### src/rtl/uart_core_cfg.sv
// Parametrised full-duplex UART: configurable data width, parity and stop bits,
// shared 16x tick generator, 2-flop rx synchroniser and independent TX/RX FSMs.
module uart_core_cfg #(
   parameter int unsigned CLK_FREQ  = 1000000,
   parameter int unsigned BAUD      = 9600,
   parameter int unsigned DATA_BITS = 8,
   parameter int unsigned PARITY    = 0,
   parameter int unsigned STOP_BITS = 1
) (
   input  logic                 clk,
   input  logic                 rst,
   input  logic                 rx,
   input  logic [DATA_BITS-1:0] dintx,
   input  logic                 newd,
   output logic                 tx,
   output logic [DATA_BITS-1:0] doutrx,
   output logic                 donetx,
   output logic                 donerx,
   output logic                 txbusy,
   output logic                 perr,
   output logic                 ferr
);

   localparam int unsigned DIV_RAW = CLK_FREQ / (BAUD * 16);
   localparam int unsigned DIV     = (DIV_RAW < 1) ? 1 : DIV_RAW;
   localparam int unsigned CW      = (DIV > 1) ? $clog2(DIV) : 1;
   localparam logic [CW-1:0] DIV_LAST  = CW'(DIV - 1);
   localparam logic [2:0]    LAST_BIT  = 3'(DATA_BITS - 1);
   localparam logic [4:0]    STOP_LAST = 5'(STOP_BITS * 16 - 1);

   // ---------------- tick generator ----------------
   logic [CW-1:0] tick_cnt_q, tick_cnt_d;
   logic          tick;

   always_comb begin
      tick       = (tick_cnt_q == DIV_LAST);
      tick_cnt_d = tick ? '0 : tick_cnt_q + 1'b1;
   end

   always_ff @(posedge clk or negedge rst) begin
      if (!rst) tick_cnt_q <= '0;
      else      tick_cnt_q <= tick_cnt_d;
   end

   // ---------------- rx synchroniser ----------------
   logic [1:0] rx_sync_q, rx_sync_d;
   logic       rx_s;

   always_comb rx_sync_d = {rx_sync_q[0], rx};
   assign rx_s = rx_sync_q[1];

   always_ff @(posedge clk or negedge rst) begin
      if (!rst) rx_sync_q <= 2'b11;
      else      rx_sync_q <= rx_sync_d;
   end

   // ---------------- transmitter ----------------
   typedef enum logic [2:0] {TX_IDLE, TX_START, TX_DATA, TX_PAR, TX_STOP} tx_state_e;

   tx_state_e            tx_state_q, tx_state_d;
   logic [DATA_BITS-1:0] tx_data_q, tx_data_d;
   logic [4:0]           tx_tcnt_q, tx_tcnt_d;
   logic [2:0]           tx_bit_q, tx_bit_d;
   logic                 tx_armed_q, tx_armed_d;
   logic                 tx_par_q, tx_par_d;
   logic                 tx_q, tx_d;
   logic                 txbusy_q, txbusy_d;
   logic                 donetx_q, donetx_d;

   always_comb begin
      tx_state_d = tx_state_q;
      tx_data_d  = tx_data_q;
      tx_tcnt_d  = tx_tcnt_q;
      tx_bit_d   = tx_bit_q;
      tx_armed_d = tx_armed_q;
      tx_par_d   = tx_par_q;
      tx_d       = tx_q;
      txbusy_d   = txbusy_q;
      donetx_d   = 1'b0;
      case (tx_state_q)
         TX_IDLE: begin
            tx_d = 1'b1;
            if (newd) begin
               tx_data_d  = dintx;
               tx_par_d   = (PARITY == 1) ? ~^dintx : ^dintx;
               txbusy_d   = 1'b1;
               tx_armed_d = 1'b0;
               tx_state_d = TX_START;
            end
         end
         TX_START: begin
            // the first tick after the request aligns the start bit to the tick grid
            if (tick) begin
               if (!tx_armed_q) begin
                  tx_armed_d = 1'b1;
                  tx_d       = 1'b0;
                  tx_tcnt_d  = '0;
               end else if (tx_tcnt_q == 5'd15) begin
                  tx_tcnt_d  = '0;
                  tx_bit_d   = '0;
                  tx_d       = tx_data_q[0];
                  tx_state_d = TX_DATA;
               end else begin
                  tx_tcnt_d = tx_tcnt_q + 5'd1;
               end
            end
         end
         TX_DATA: begin
            if (tick) begin
               if (tx_tcnt_q == 5'd15) begin
                  tx_tcnt_d = '0;
                  if (tx_bit_q == LAST_BIT) begin
                     if (PARITY != 0) begin
                        tx_d       = tx_par_q;
                        tx_state_d = TX_PAR;
                     end else begin
                        tx_d       = 1'b1;
                        tx_state_d = TX_STOP;
                     end
                  end else begin
                     tx_bit_d  = tx_bit_q + 3'd1;
                     tx_data_d = {1'b0, tx_data_q[DATA_BITS-1:1]};
                     tx_d      = tx_data_q[1];
                  end
               end else begin
                  tx_tcnt_d = tx_tcnt_q + 5'd1;
               end
            end
         end
         TX_PAR: begin
            if (tick) begin
               if (tx_tcnt_q == 5'd15) begin
                  tx_tcnt_d  = '0;
                  tx_d       = 1'b1;
                  tx_state_d = TX_STOP;
               end else begin
                  tx_tcnt_d = tx_tcnt_q + 5'd1;
               end
            end
         end
         TX_STOP: begin
            if (tick) begin
               if (tx_tcnt_q == STOP_LAST) begin
                  tx_tcnt_d  = '0;
                  donetx_d   = 1'b1;
                  txbusy_d   = 1'b0;
                  tx_state_d = TX_IDLE;
               end else begin
                  tx_tcnt_d = tx_tcnt_q + 5'd1;
               end
            end
         end
         default: tx_state_d = TX_IDLE;
      endcase
   end

   always_ff @(posedge clk or negedge rst) begin
      if (!rst) begin
         tx_state_q <= TX_IDLE;
         tx_data_q  <= '0;
         tx_tcnt_q  <= '0;
         tx_bit_q   <= '0;
         tx_armed_q <= 1'b0;
         tx_par_q   <= 1'b0;
         tx_q       <= 1'b1;
         txbusy_q   <= 1'b0;
         donetx_q   <= 1'b0;
      end else begin
         tx_state_q <= tx_state_d;
         tx_data_q  <= tx_data_d;
         tx_tcnt_q  <= tx_tcnt_d;
         tx_bit_q   <= tx_bit_d;
         tx_armed_q <= tx_armed_d;
         tx_par_q   <= tx_par_d;
         tx_q       <= tx_d;
         txbusy_q   <= txbusy_d;
         donetx_q   <= donetx_d;
      end
   end

   // ---------------- receiver ----------------
   typedef enum logic [2:0] {RX_IDLE, RX_START, RX_DATA, RX_PAR, RX_STOP, RX_BREAK} rx_state_e;

   rx_state_e            rx_state_q, rx_state_d;
   logic [3:0]           rx_tcnt_q, rx_tcnt_d;
   logic [2:0]           rx_bit_q, rx_bit_d;
   logic [DATA_BITS-1:0] rx_shift_q, rx_shift_d;
   logic                 rx_par_q, rx_par_d;
   logic [DATA_BITS-1:0] doutrx_q, doutrx_d;
   logic                 perr_q, perr_d;
   logic                 ferr_q, ferr_d;
   logic                 donerx_q, donerx_d;
   logic                 rx_par_exp;

   always_comb begin
      rx_par_exp = (PARITY == 1) ? ~^rx_shift_q : ^rx_shift_q;
      rx_state_d = rx_state_q;
      rx_tcnt_d  = rx_tcnt_q;
      rx_bit_d   = rx_bit_q;
      rx_shift_d = rx_shift_q;
      rx_par_d   = rx_par_q;
      doutrx_d   = doutrx_q;
      perr_d     = perr_q;
      ferr_d     = ferr_q;
      donerx_d   = 1'b0;
      case (rx_state_q)
         RX_IDLE: begin
            if (!rx_s) begin
               rx_tcnt_d  = '0;
               rx_state_d = RX_START;
            end
         end
         RX_START: begin
            if (tick) begin
               if (rx_tcnt_q == 4'd7) begin
                  rx_tcnt_d = '0;
                  if (rx_s) begin
                     rx_state_d = RX_IDLE;
                  end else begin
                     rx_bit_d   = '0;
                     rx_state_d = RX_DATA;
                  end
               end else begin
                  rx_tcnt_d = rx_tcnt_q + 4'd1;
               end
            end
         end
         RX_DATA: begin
            if (tick) begin
               rx_tcnt_d = rx_tcnt_q + 4'd1;
               if (rx_tcnt_q == 4'd15) begin
                  rx_shift_d = {rx_s, rx_shift_q[DATA_BITS-1:1]};
                  if (rx_bit_q == LAST_BIT) rx_state_d = (PARITY != 0) ? RX_PAR : RX_STOP;
                  else                      rx_bit_d   = rx_bit_q + 3'd1;
               end
            end
         end
         RX_PAR: begin
            if (tick) begin
               rx_tcnt_d = rx_tcnt_q + 4'd1;
               if (rx_tcnt_q == 4'd15) begin
                  rx_par_d   = rx_s;
                  rx_state_d = RX_STOP;
               end
            end
         end
         RX_STOP: begin
            // a low stop bit holds the receiver in RX_BREAK until the line idles
            if (tick) begin
               rx_tcnt_d = rx_tcnt_q + 4'd1;
               if (rx_tcnt_q == 4'd15) begin
                  doutrx_d   = rx_shift_q;
                  perr_d     = (PARITY != 0) && (rx_par_q != rx_par_exp);
                  ferr_d     = !rx_s;
                  donerx_d   = 1'b1;
                  rx_state_d = rx_s ? RX_IDLE : RX_BREAK;
               end
            end
         end
         RX_BREAK: begin
            if (rx_s) rx_state_d = RX_IDLE;
         end
         default: rx_state_d = RX_IDLE;
      endcase
   end

   always_ff @(posedge clk or negedge rst) begin
      if (!rst) begin
         rx_state_q <= RX_IDLE;
         rx_tcnt_q  <= '0;
         rx_bit_q   <= '0;
         rx_shift_q <= '0;
         rx_par_q   <= 1'b0;
         doutrx_q   <= '0;
         perr_q     <= 1'b0;
         ferr_q     <= 1'b0;
         donerx_q   <= 1'b0;
      end else begin
         rx_state_q <= rx_state_d;
         rx_tcnt_q  <= rx_tcnt_d;
         rx_bit_q   <= rx_bit_d;
         rx_shift_q <= rx_shift_d;
         rx_par_q   <= rx_par_d;
         doutrx_q   <= doutrx_d;
         perr_q     <= perr_d;
         ferr_q     <= ferr_d;
         donerx_q   <= donerx_d;
      end
   end

   assign tx     = tx_q;
   assign txbusy = txbusy_q;
   assign donetx = donetx_q;
   assign doutrx = doutrx_q;
   assign donerx = donerx_q;
   assign perr   = perr_q;
   assign ferr   = ferr_q;

endmodule

### config.mk
export PLATFORM = sky130hd
export DESIGN_NAME = uart_core_cfg
export DESIGN_NICKNAME = d
export VERILOG_FILES = /design/src/rtl/uart_core_cfg.sv
export SDC_FILE = /design/constraint.sdc
export NUM_CORES = 1
export LEC_CHECK = 0
export CELL_PAD_IN_SITES_DETAIL_PLACEMENT = 1
export CELL_PAD_IN_SITES_GLOBAL_PLACEMENT = 2
export CORE_MARGIN = 2
export CORE_UTILIZATION = 40
export DETAILED_ROUTE_END_ITERATION = 7
export PLACE_DENSITY = 0.93
export SETUP_SLACK_MARGIN = 0.5
export SYNTH_ARGS = -nofsm -noshare
export SYNTH_HDL_FRONTEND = slang
export SYNTH_SLANG_ARGS = --single-unit
### constraint.sdc
create_clock -name clk -period 6.2 [get_ports clk]
set_clock_uncertainty 0.15 [all_clocks]
set_input_delay 1.24 -clock clk [delete_from_list [all_inputs] [get_ports clk]]
set_output_delay 1.24 -clock clk [all_outputs]
set_load 0.05 [all_outputs]
==> results of run 1 <==
## worst paths after layout
kind	from	cells after the start	to	slack, ns
worst max-delay path	tx	1	tx	3.15
worst min-delay path	rx_sync_q[0]	0	rx_sync_q[1]	0.21
worst max register to register	tx_state_q[2]	5	tx_data_q[0]	3.73
worst min register to register	rx_sync_q[0]	0	rx_sync_q[1]	0.21
max in group asynchronous	rst	2	tx_tcnt_q[4]	4.53
min in group asynchronous	rst	2	rx_tcnt_q[2]	0.88
## layout by cell type (no fill, tap or decap), drive strengths merged, types with 6 or more instances in the layout
| master | count |
|---|---|
| a21oi | 9 |
| clkdlybuf4s50 | 23 |
| dfrtp | 53 |
| ha | 6 |
| inv | 8 |
| mux2 | 25 |
| nand2 | 46 |
| nand3 | 9 |
| nor2 | 15 |
| nor3 | 7 |
| o21ai | 21 |
## Yosys cell counts (2+ instances only)
cell type	instances	area [sq um]
buf_2	4	20.0
buf_4	2	15.0
ha_1	6	75.1
nand3b_1	3	22.5
or3_1	3	18.8
o21ai_0	20	100
nor2b_1	4	25.0
mux2_2	25	282
nor2_1	15	56.3
nand3_1	8	40.0
a22o_1	2	17.5
mux2i_1	3	30.0
o221ai_1	2	17.5
a32o_1	2	20.0
dfrtp_1	53	1330
a21o_1	3	22.5
or3b_1	2	17.5
a21oi_1	8	40.0
clkbuf_1	6	22.5
and3_1	2	12.5
nor3_1	7	35.0
nand2_1	46	173
inv_1	6	22.5
nand2b_1	2	12.5
dfstp_2	3	78.8
## metrics by stage
| step | setup slack, ns | power (W) | instance area, sq um | hold WS, ns |
|---|---|---|---|---|
| finish | 3.15 | 0.000619 | 3140 | 0.214 |
| global route | 3.12 | 0.000644 | 3140 | 0.223 |
| CTS | 3.14 | 0.000625 | 3140 | 0.216 |
| detailed placement | 2.96 | 0.000408 | 3050 | 0.199 |
| global placement | 3.00 | 0.000406 | 3050 | 0.196 |
| floorplan | 3.64 | 0.000390 | 2760 | 0.195 |
## final cells by class
class | instances | area (sq um)
Clock buffer | 5 | 68.8
Clock inverter | 3 | 26.3
Fill cell | 755 | 3580
Inverter | 6 | 22.5
Multi-Input combinational cell | 191 | 1280
Sequential cell | 56 | 1410
Tap cell | 80 | 100
Timing Repair Buffer | 25 | 243
## cells by family after synthesis
kind of cell               count (synthesis)  synth area share
other                                      1           0.00136
buffers and inverters                     18            0.0290
and+or+nand+nor                          102             0.181
muxes                                     28             0.113
adders and majority gates                  6            0.0272
xor gates and xnor gates                   2           0.00634
AOI/OAI and AO/OA                         52             0.133
DFF                                       56             0.509
## layer usage
| layer | global-route usage | part of all wire |
|---|---|---|
| met1 | 0.224 | 0.48 |
| met2 | 0.262 | 0.48 |
| met3 | 0.0351 | 0.025 |
| met4 | 0.0469 | 0.014 |
| met5 | 0 | 0 |
## where the power goes
group          internal (W)  switching (W)
sequential         0.000368     0.00000340
clock             0.0000836       0.000136
combinational     0.0000118      0.0000171
## sequential cells by signal, summed over array words and instances (netlist names), 2 cells and up
| register | flops |
|---|---|
| rx_bit_q | 3 |
| doutrx | 8 |
| tx_tcnt_q | 5 |
| rx_sync_q | 2 |
| rx_shift_q | 8 |
| tx_data_q | 8 |
| tick_cnt_q | 3 |
| rx_state_q | 3 |
| tx_bit_q | 3 |
| tx_state_q | 3 |
| rx_tcnt_q | 4 |
==> results.yml, run 1 <==
timing:
  timing.fmax_mhz: 327
  grt_setup_unrepaired: "false"
  fin_crit_ns: 3.05
  period_share: 0.493
  setup_viol: 0
  hold_viol: 0
  finalMaxSlewViolations: 0
  relSlewSlack: 0.517
  timing.setup.tns_ns: 0
  tightest_slew_ns: 0.725
worst_setup_path:
  slowest_stage: "clkdlybuf4s50_1"
  arrival_ns: 1.66
  worst_setup_path_end_kind: "output port"
  cp_top_family: "buffers and inverters"
  path_class: "reg2out"
  worstPathCellList: "clkdlybuf4s50_1"
  worstPathRequired_ns: 4.81
  path_buf_inv: 1
  critPathLaunchType: "register"
  cp_max_fo: 2
  max_stage_delay_ns: 0.80
job:
  maxCapViolCount: 0
layout:
  postLayoutCoreUtil: 0.468
  finalNonFillerCells: 366
  layout-drive-gt1-share: 0.143
  fin_nets: 303
  syn_to_final_growth_pct: 13.8
  n_antenna_cell: 0
grt:
  overflow: 0
  grt_pass1_vias: 2022
  grt_max_degree: 57
  grt_usage: 0.163
  grt_first_pass_wirelength_mm: 9.85
  antenna_found_initial: 0
route:
  avgRoutedWirePerCell_um: 15.5
  routed_wl_mm: 5.69
  drcViolationCount: 0
  via_count: 2027
  drt_iter0_drc: 112
  postRouteAntennaNets: 0
  dr.pass1.iters: 4
  routed_via_density: 5.54
clock_network:
  ctsHoldBuffers: 0
  post_cts_buffers: 0
  clock_latency_ns: 0.32
  cts_root_buf: "clkbuf_8"
  cts_buffers: 5
  cts_buffer_depth: 2
  cts.sinks: 56
  path_clk_slew_ns: 0.11
  htreeDepth: 2
  cts-resized-gates: 0
  cts_tree: "built"
placement:
  hpwl_mm: 4.00
  portBuffers: 24
  gp_congestion: 0.733
  dpl.cell_count: 358
outcome:
  status: "complete, no violations"
logic_synthesis:
  avgSynthCellArea_sq_um: 10.4
  synth-warning-count: 0
  synth_edf_count: 0
  synthArstFlopShare: 1.00
  ys.flop_type: "dfrtp_1"
  synthDistinctLibCells: 53
  synth_area_sq_um: 2760
  synthCells: 265
  ys_seq_elements: 56
  seq_area_frac_synth: 0.509
  synth_fp_nets: 283
die:
  dieArea_sq_um: 7580
  die_x_um: 87.1
  rows: 30
  start_util: 0.411
  boundaryPins: 26
  core_sq_um: 6720
  fp.dieH_um: 87.1
min_path:
  hp-class: "reg2reg"
pwr:
  leakage_nw: 1.39
  power_density_nw_per_um2: 197
  vdd_drop_max_v: 0.000119
(Power assumes the default switching activity.)
==> inputs of run 2 (changes only) <==
--- a/config.mk
+++ b/config.mk
@@ -8,9 +8,9 @@
 export CELL_PAD_IN_SITES_DETAIL_PLACEMENT = 1
 export CELL_PAD_IN_SITES_GLOBAL_PLACEMENT = 2
 export CORE_MARGIN = 2
-export CORE_UTILIZATION = 40
+export CORE_UTILIZATION = 37
 export DETAILED_ROUTE_END_ITERATION = 7
-export PLACE_DENSITY = 0.93
+export PLACE_DENSITY = 0.88
 export SETUP_SLACK_MARGIN = 0.5
 export SYNTH_ARGS = -nofsm -noshare
 export SYNTH_HDL_FRONTEND = slang
==> constraint.sdc (replaced) <==
create_clock -name clk -period 2.9 [get_ports clk]
set_clock_uncertainty 0.15 [all_clocks]
set_input_delay 0.58 -clock clk [delete_from_list [all_inputs] [get_ports clk]]
set_output_delay 0.58 -clock clk [all_outputs]
set_load 0.05 [all_outputs]
==> run 2 against run 1 <==
Sequential cell count stayed put. Clock-buffer cell count stayed put. Setup slack worse by 2.5 ns. Global-route usage is 0.96 points lower. Sequential share of layout area is 1.3 points lower. Worst hold slack worse by 0.098 ns. Register-to-register slack worse by 3.0 ns. Critical path type unchanged. Largest cell class unchanged. Highest routed layer unchanged.
==> results.yml, run 2 (synthesis results as in run 1) <==
outcome:
  status: "complete, no violations"
route:
  via_count: 2056
  avgRoutedWirePerCell_um: 14.8
  wl_met1_mm: 2.77
  top_layer: "met4"
  routed_via_density: 5.27
  dr.pass1.iters: 4
  drt_iter0_drc: 95
  wl_met2_mm: 2.84
  dr_wl_met3_um: 109
  routed_wl_mm: 5.78
  postRouteAntennaNets: 0
  drcViolationCount: 0
worst_setup_path:
  worstPathCellList: "clkdlybuf4s50_1"
  r2r-start: "tx_tcnt_q[0]"
  cp_top_family: "buffers and inverters"
  cp_num_cells: 1
  reg2regPathDepth: 6
  slowest_stage: "clkdlybuf4s50_1"
  max_stage_delay_ns: 0.81
  r2r_setup_slack_ns: 0.69
  critPathLaunchType: "register"
  cp_max_fo: 3
  worstReg2RegEnd: "tx_data_q[4]"
  path_buf_inv: 1
  worstPathRequired_ns: 2.17
  arrival_ns: 1.50
  worst_setup_path_end_kind: "output port"
  path_class: "reg2out"
pwr:
  power_density_nw_per_um2: 429
  leakage_nw: 1.44
  vdd_drop_max_v: 0.000323
grt:
  overflow: 0
  grt_pass1_vias: 2175
  grt_max_degree: 31
  grt_usage: 0.154
  grt_first_pass_wirelength_mm: 10.3
  antenna_found_initial: 0
die:
  rows: 31
  fp.dieH_um: 90.4
  die_x_um: 90.4
  boundaryPins: 26
  start_util: 0.381
  core_sq_um: 7250
  dieArea_sq_um: 8170
placement:
  gp_congestion: 0.788
  portBuffers: 24
  hpwl_mm: 4.15
  place_ws_ns: 0.338
timing:
  timing.fmax_mhz: 449
  period_share: 0.768
  grt_setup_unrepaired: "false"
  worst_slack_ns: 0.672
  finalMaxSlewViolations: 0
  hold_viol: 0
  relSlewSlack: 0.586
  timing.setup.tns_ns: 0
  fin_crit_ns: 2.23
  tightest_slew_ns: 0.615
  setup_viol: 0
layout:
  mostFrequentLayoutCells: "dfrtp_1 (51), nand2_1 (46), mux2_2 (25), clkdlybuf4s50_1 (22), o21ai_0 (20)"
  fin_nets: 308
  n_antenna_cell: 0
  mostFrequentLayoutCell: "dfrtp_1"
  layout-drive-gt1-share: 0.168
  syn_to_final_growth_pct: 17.5
  n_fill_cell: 827
clock_network:
  ctsHoldBuffers: 0
  cts_root_buf: "clkbuf_8"
  htreeDepth: 2
  cts.sinks: 56
  cts_buffer_depth: 2
  clock_latency_ns: 0.31
  cts_tree: "built"
  cts_buffers: 5
  path_clk_slew_ns: 0.11
min_path:
  hp-class: "in2async"
job:
  maxCapViolCount: 0
run 2: cell count changes in the layout (fill, tap and decap cells not counted):
| cell | previous run | this run |
|---|---|---|
| dfrtp_1 | 53 | 51 |
| nor2_1 | 15 | 14 |
| nor2_2 | 0 | 1 |
| clkinv_4 | 1 | 2 |
| bufinv_16 | 0 | 1 |
| dlymetal6s2s_1 | 0 | 1 |
| inv_6 | 2 | 0 |
| clkdlybuf4s50_1 | 23 | 22 |
| buf_12 | 0 | 1 |
| dfrtp_2 | 0 | 2 |
| buf_4 | 1 | 5 |
run 2: power by group:
group	internal [W]	total (W)	switching, W	leakage, nW
registers	0.000786	0.000793	0.00000758	0.709
clock network	0.000261	0.000534	0.000274	0.0583
logic	0.0000270	0.0000638	0.0000368	0.671
run 2: per-stage QoR:
step | cells | power [W] | util | area [sq um] | hold slack (ns)
2_1_floorplan | 265 | 0.000834 | - | 2760 | 0.134
4_1_cts | 390 | 0.00141 | 0.446 | 3240 | 0.140
5_1_grt | 390 | 0.00145 | 0.447 | 3240 | 0.158
3_5_place_dp | 379 | 0.000874 | 0.427 | 3100 | 0.201
3_3_place_gp | 379 | 0.000872 | 0.427 | 3100 | 0.196
6_report | 390 | 0.00139 | 0.447 | 3240 | 0.116
run 2: layout make-up:
| class | instances | area [sq um] | share of cell area |
|---|---|---|---|
| tap | 99 | 124 | 0.0382 |
| sequential | 56 | 1410 | 0.434 |
| timing repair buffer | 30 | 295 | 0.0910 |
| inverter | 6 | 22.5 | 0.00694 |
| clock buffer | 5 | 68.8 | 0.0212 |
| clock inverter | 3 | 47.5 | 0.0147 |
| multi-input combinational | 191 | 1280 | 0.394 |
run 2: layer usage:
layer | track usage | vias up
met5 | 0 | -
met2 | 0.263 | 17
li1 | - | 986
met4 | 0.0385 | 0
met3 | 0.0275 | 5
met1 | 0.203 | 1048
run 2: worst max-delay path by stage:
stage,endpoint,slack [ns],startpoint
after floorplan,tx_data_q[0],0.87,tick_cnt_q[1]
after global placement,tx_data_q[6],0.37,newd
after detailed placement,tx_data_q[6],0.34,newd
after CTS,tx,0.50,tx
after global routing,tx_data_q[4],0.51,tx_tcnt_q[0]
final,txbusy,0.67,txbusy
run 2: repair_timing:
action	in CTS	in global routing
gates resized for setup	0	4
setup endpoints to repair	7	8
buffers inserted	3	0
==> inputs of run 3 (changes only) <==
--- a/config.mk
+++ b/config.mk
@@ -8,9 +8,9 @@
 export CELL_PAD_IN_SITES_DETAIL_PLACEMENT = 1
 export CELL_PAD_IN_SITES_GLOBAL_PLACEMENT = 2
 export CORE_MARGIN = 2
-export CORE_UTILIZATION = 37
+export CORE_UTILIZATION = 33
 export DETAILED_ROUTE_END_ITERATION = 7
-export PLACE_DENSITY = 0.88
+export PLACE_DENSITY = 0.83
 export SETUP_SLACK_MARGIN = 0.5
 export SYNTH_ARGS = -nofsm -noshare
 export SYNTH_HDL_FRONTEND = slang
==> constraint.sdc (replaced) <==
create_clock -name clk -period 2 [get_ports clk]
set_clock_uncertainty 0.15 [all_clocks]
set_input_delay 0.4 -clock clk [delete_from_list [all_inputs] [get_ports clk]]
set_output_delay 0.4 -clock clk [all_outputs]
set_load 0.05 [all_outputs]
==> run 3 against run 2 <==
The flow now finishes with violations (negative setup slack). Cell area rose by 30%. Register-to-register slack got worse by 0.83 ns. Cell count is 19% higher. Sequential cell count did not move. Total power grew 41%. Die area increased by 12%. Via count up 17%.
==> results.yml, run 3 (synthesis results as in run 1) <==
layout:
  syn_to_final_growth_pct: 52.9
  final_area_sq_um: 4220
  mostFrequentLayoutCell: "buf_4"
  mostFrequentLayoutCells: "buf_4 (56), dfrtp_1 (49), nand2_1 (37), mux2_2 (22), buf_6 (22)"
  fin_nets: 377
  layout-drive-gt1-share: 0.517
  n_antenna_cell: 0
route:
  drcViolationCount: 0
  dr.pass1.iters: 6
  routed_via_density: 5.15
  routed_wl_mm: 8.32
  via_count: 2397
  avgRoutedWirePerCell_um: 17.9
  postRouteAntennaNets: 0
  drt_iter0_drc: 87
die:
  die_x_um: 95.5
  dieArea_sq_um: 9120
  fp.dieH_um: 95.5
  rows: 33
  core_sq_um: 8180
  start_util: 0.338
  boundaryPins: 26
grt:
  grt_first_pass_wirelength_mm: 12.5
  grt_pass1_vias: 2472
  overflow: 0
  antenna_found_initial: 0
  grt_max_degree: 57
  grt_usage: 0.174
timing:
  grt_setup_unrepaired: "true"
  timing.fmax_mhz: 467
  finalMaxSlewViolations: 0
  fin_crit_ns: 2.14
  period_share: 1.07
  worst_slack_ns: -0.140
  hold_viol: 0
  timing.setup.tns_ns: -1.16
  timing.hold.ws_ns: 0.217
  setup_viol: 28
outcome:
  failed_checks: "negative setup slack"
  status: "complete, but fails checks"
placement:
  place_ws_ns: -0.347
  hpwl_mm: 4.36
  gp_congestion: 0.757
  placed_cell_area_sq_um: 3370
  portBuffers: 24
worst_setup_path:
  cp_max_fo: 8
  slowest_stage: "dfrtp_1"
  path_buf_inv: 1
  worstPathRequired_ns: 2.05
  cp_top_family: "compound AO/OA/AOI/OAI gates"
  worst_setup_path_end_kind: "register"
  worstPathCellList: "nand3b_1, a311oi_4, nand3_4, a21oi_4, buf_12, mux2_2"
  max_stage_delay_ns: 0.41
  path_class: "reg2reg"
  arrival_ns: 2.19
  critPathLaunchType: "register"
job:
  maxCapViolCount: 0
clock_network:
  cts_buffers: 5
  clock_latency_ns: 0.32
  cts.sinks: 56
  path_clk_slew_ns: 0.12
  cts_buffer_depth: 2
  cts_tree: "built"
  htreeDepth: 2
  cts_root_buf: "clkbuf_8"
min_path:
  hp-class: "reg2reg"
pwr:
  vdd_drop_max_v: 0.000343
  p_total_w: 0.00196
  leakage_nw: 1.87
  power_density_nw_per_um2: 463
-- run 3: cell count changes in the layout (fill, tap and decap cells not counted), moves of 6 or more --
cell / before / now
clkdlybuf4s50_1: 22 / 10
nor2_4: 0 / 6
o21ai_1: 1 / 8
nand2_1: 46 / 37
nand2_2: 0 / 8
o21ai_0: 20 / 5
nor2_1: 14 / 6
buf_4: 5 / 56
buf_6: 0 / 22
o21ai_2: 0 / 6
-- run 3: what timing repair did --
action / 4_1_cts / 5_1_grt
buffers inserted: 29 / 13
resized for setup: 78 / 34
endpoints found under the setup margin: 51 / 54
cloned: 1 / 0
pin swaps: 32 / 16
hold buffers: 1 / 0
endpoints found under the hold margin: 53 / 0
-- run 3: path summary, 6_finish.rpt --
check | slack (ns) | start | cells after the start | to
setup / recovery | -0.14 | tick_cnt_q[1] | 6 | tx_data_q[1]
hold / removal | 0.22 | rx_sync_q[0] | 0 | rx_sync_q[1]
setup reg to reg | -0.14 | tick_cnt_q[1] | 6 | tx_data_q[1]
hold reg to reg | 0.22 | rx_sync_q[0] | 0 | rx_sync_q[1]
max in group asynchronous | 0.94 | rst | 3 | tx
min in group asynchronous | 0.45 | rst | 3 | doutrx[2]
-- run 3: where the power goes --
| part | internal [W] | switching [W] | leakage (nW) |
|---|---|---|---|
| Clock | 0.000259 | 0.000421 | 0.0491 |
| Combinational | 0.0000550 | 0.0000706 | 1.11 |
| Sequential | 0.00114 | 0.0000101 | 0.706 |
-- run 3: worst register-to-register path, delay by kind of cell (launching register included) --
family | cells | cell delay [ns]
DFF | 1 | 0.41
muxes | 1 | 0.34
buffers and inverters | 1 | 0.15
AOI/OAI and AO/OA | 2 | 0.55
and+or+nand+nor | 2 | 0.44
-- run 3: cell type report --
type | instances | area (sq um)
clock buffers | 5 | 68.8
repair buffers | 99 | 943
clock inverters | 3 | 26.3
multi-input cells | 191 | 1620
well taps | 105 | 131
flip-flops and latches | 56 | 1410
fillers | 879 | 3950
inverters | 6 | 22.5
-- run 3: through the flow --
stage / cells / utilization
after CTS: 452 / 0.487
after detailed placement: 413 / 0.412
after global placement: 413 / 0.412
after floorplan: 265 / -
final: 465 / 0.517
after global routing: 465 / 0.517
-- run 3: metal layers --
layer  routed length [um]  global-route usage  vias to the layer above
met3                  193              0.0277                       11
li1                     -                   -                     1125
met2                 4140               0.288                       35
met5                    0                   0                        -
met4                  110              0.0429                        0
met1                 3880               0.241                     1226
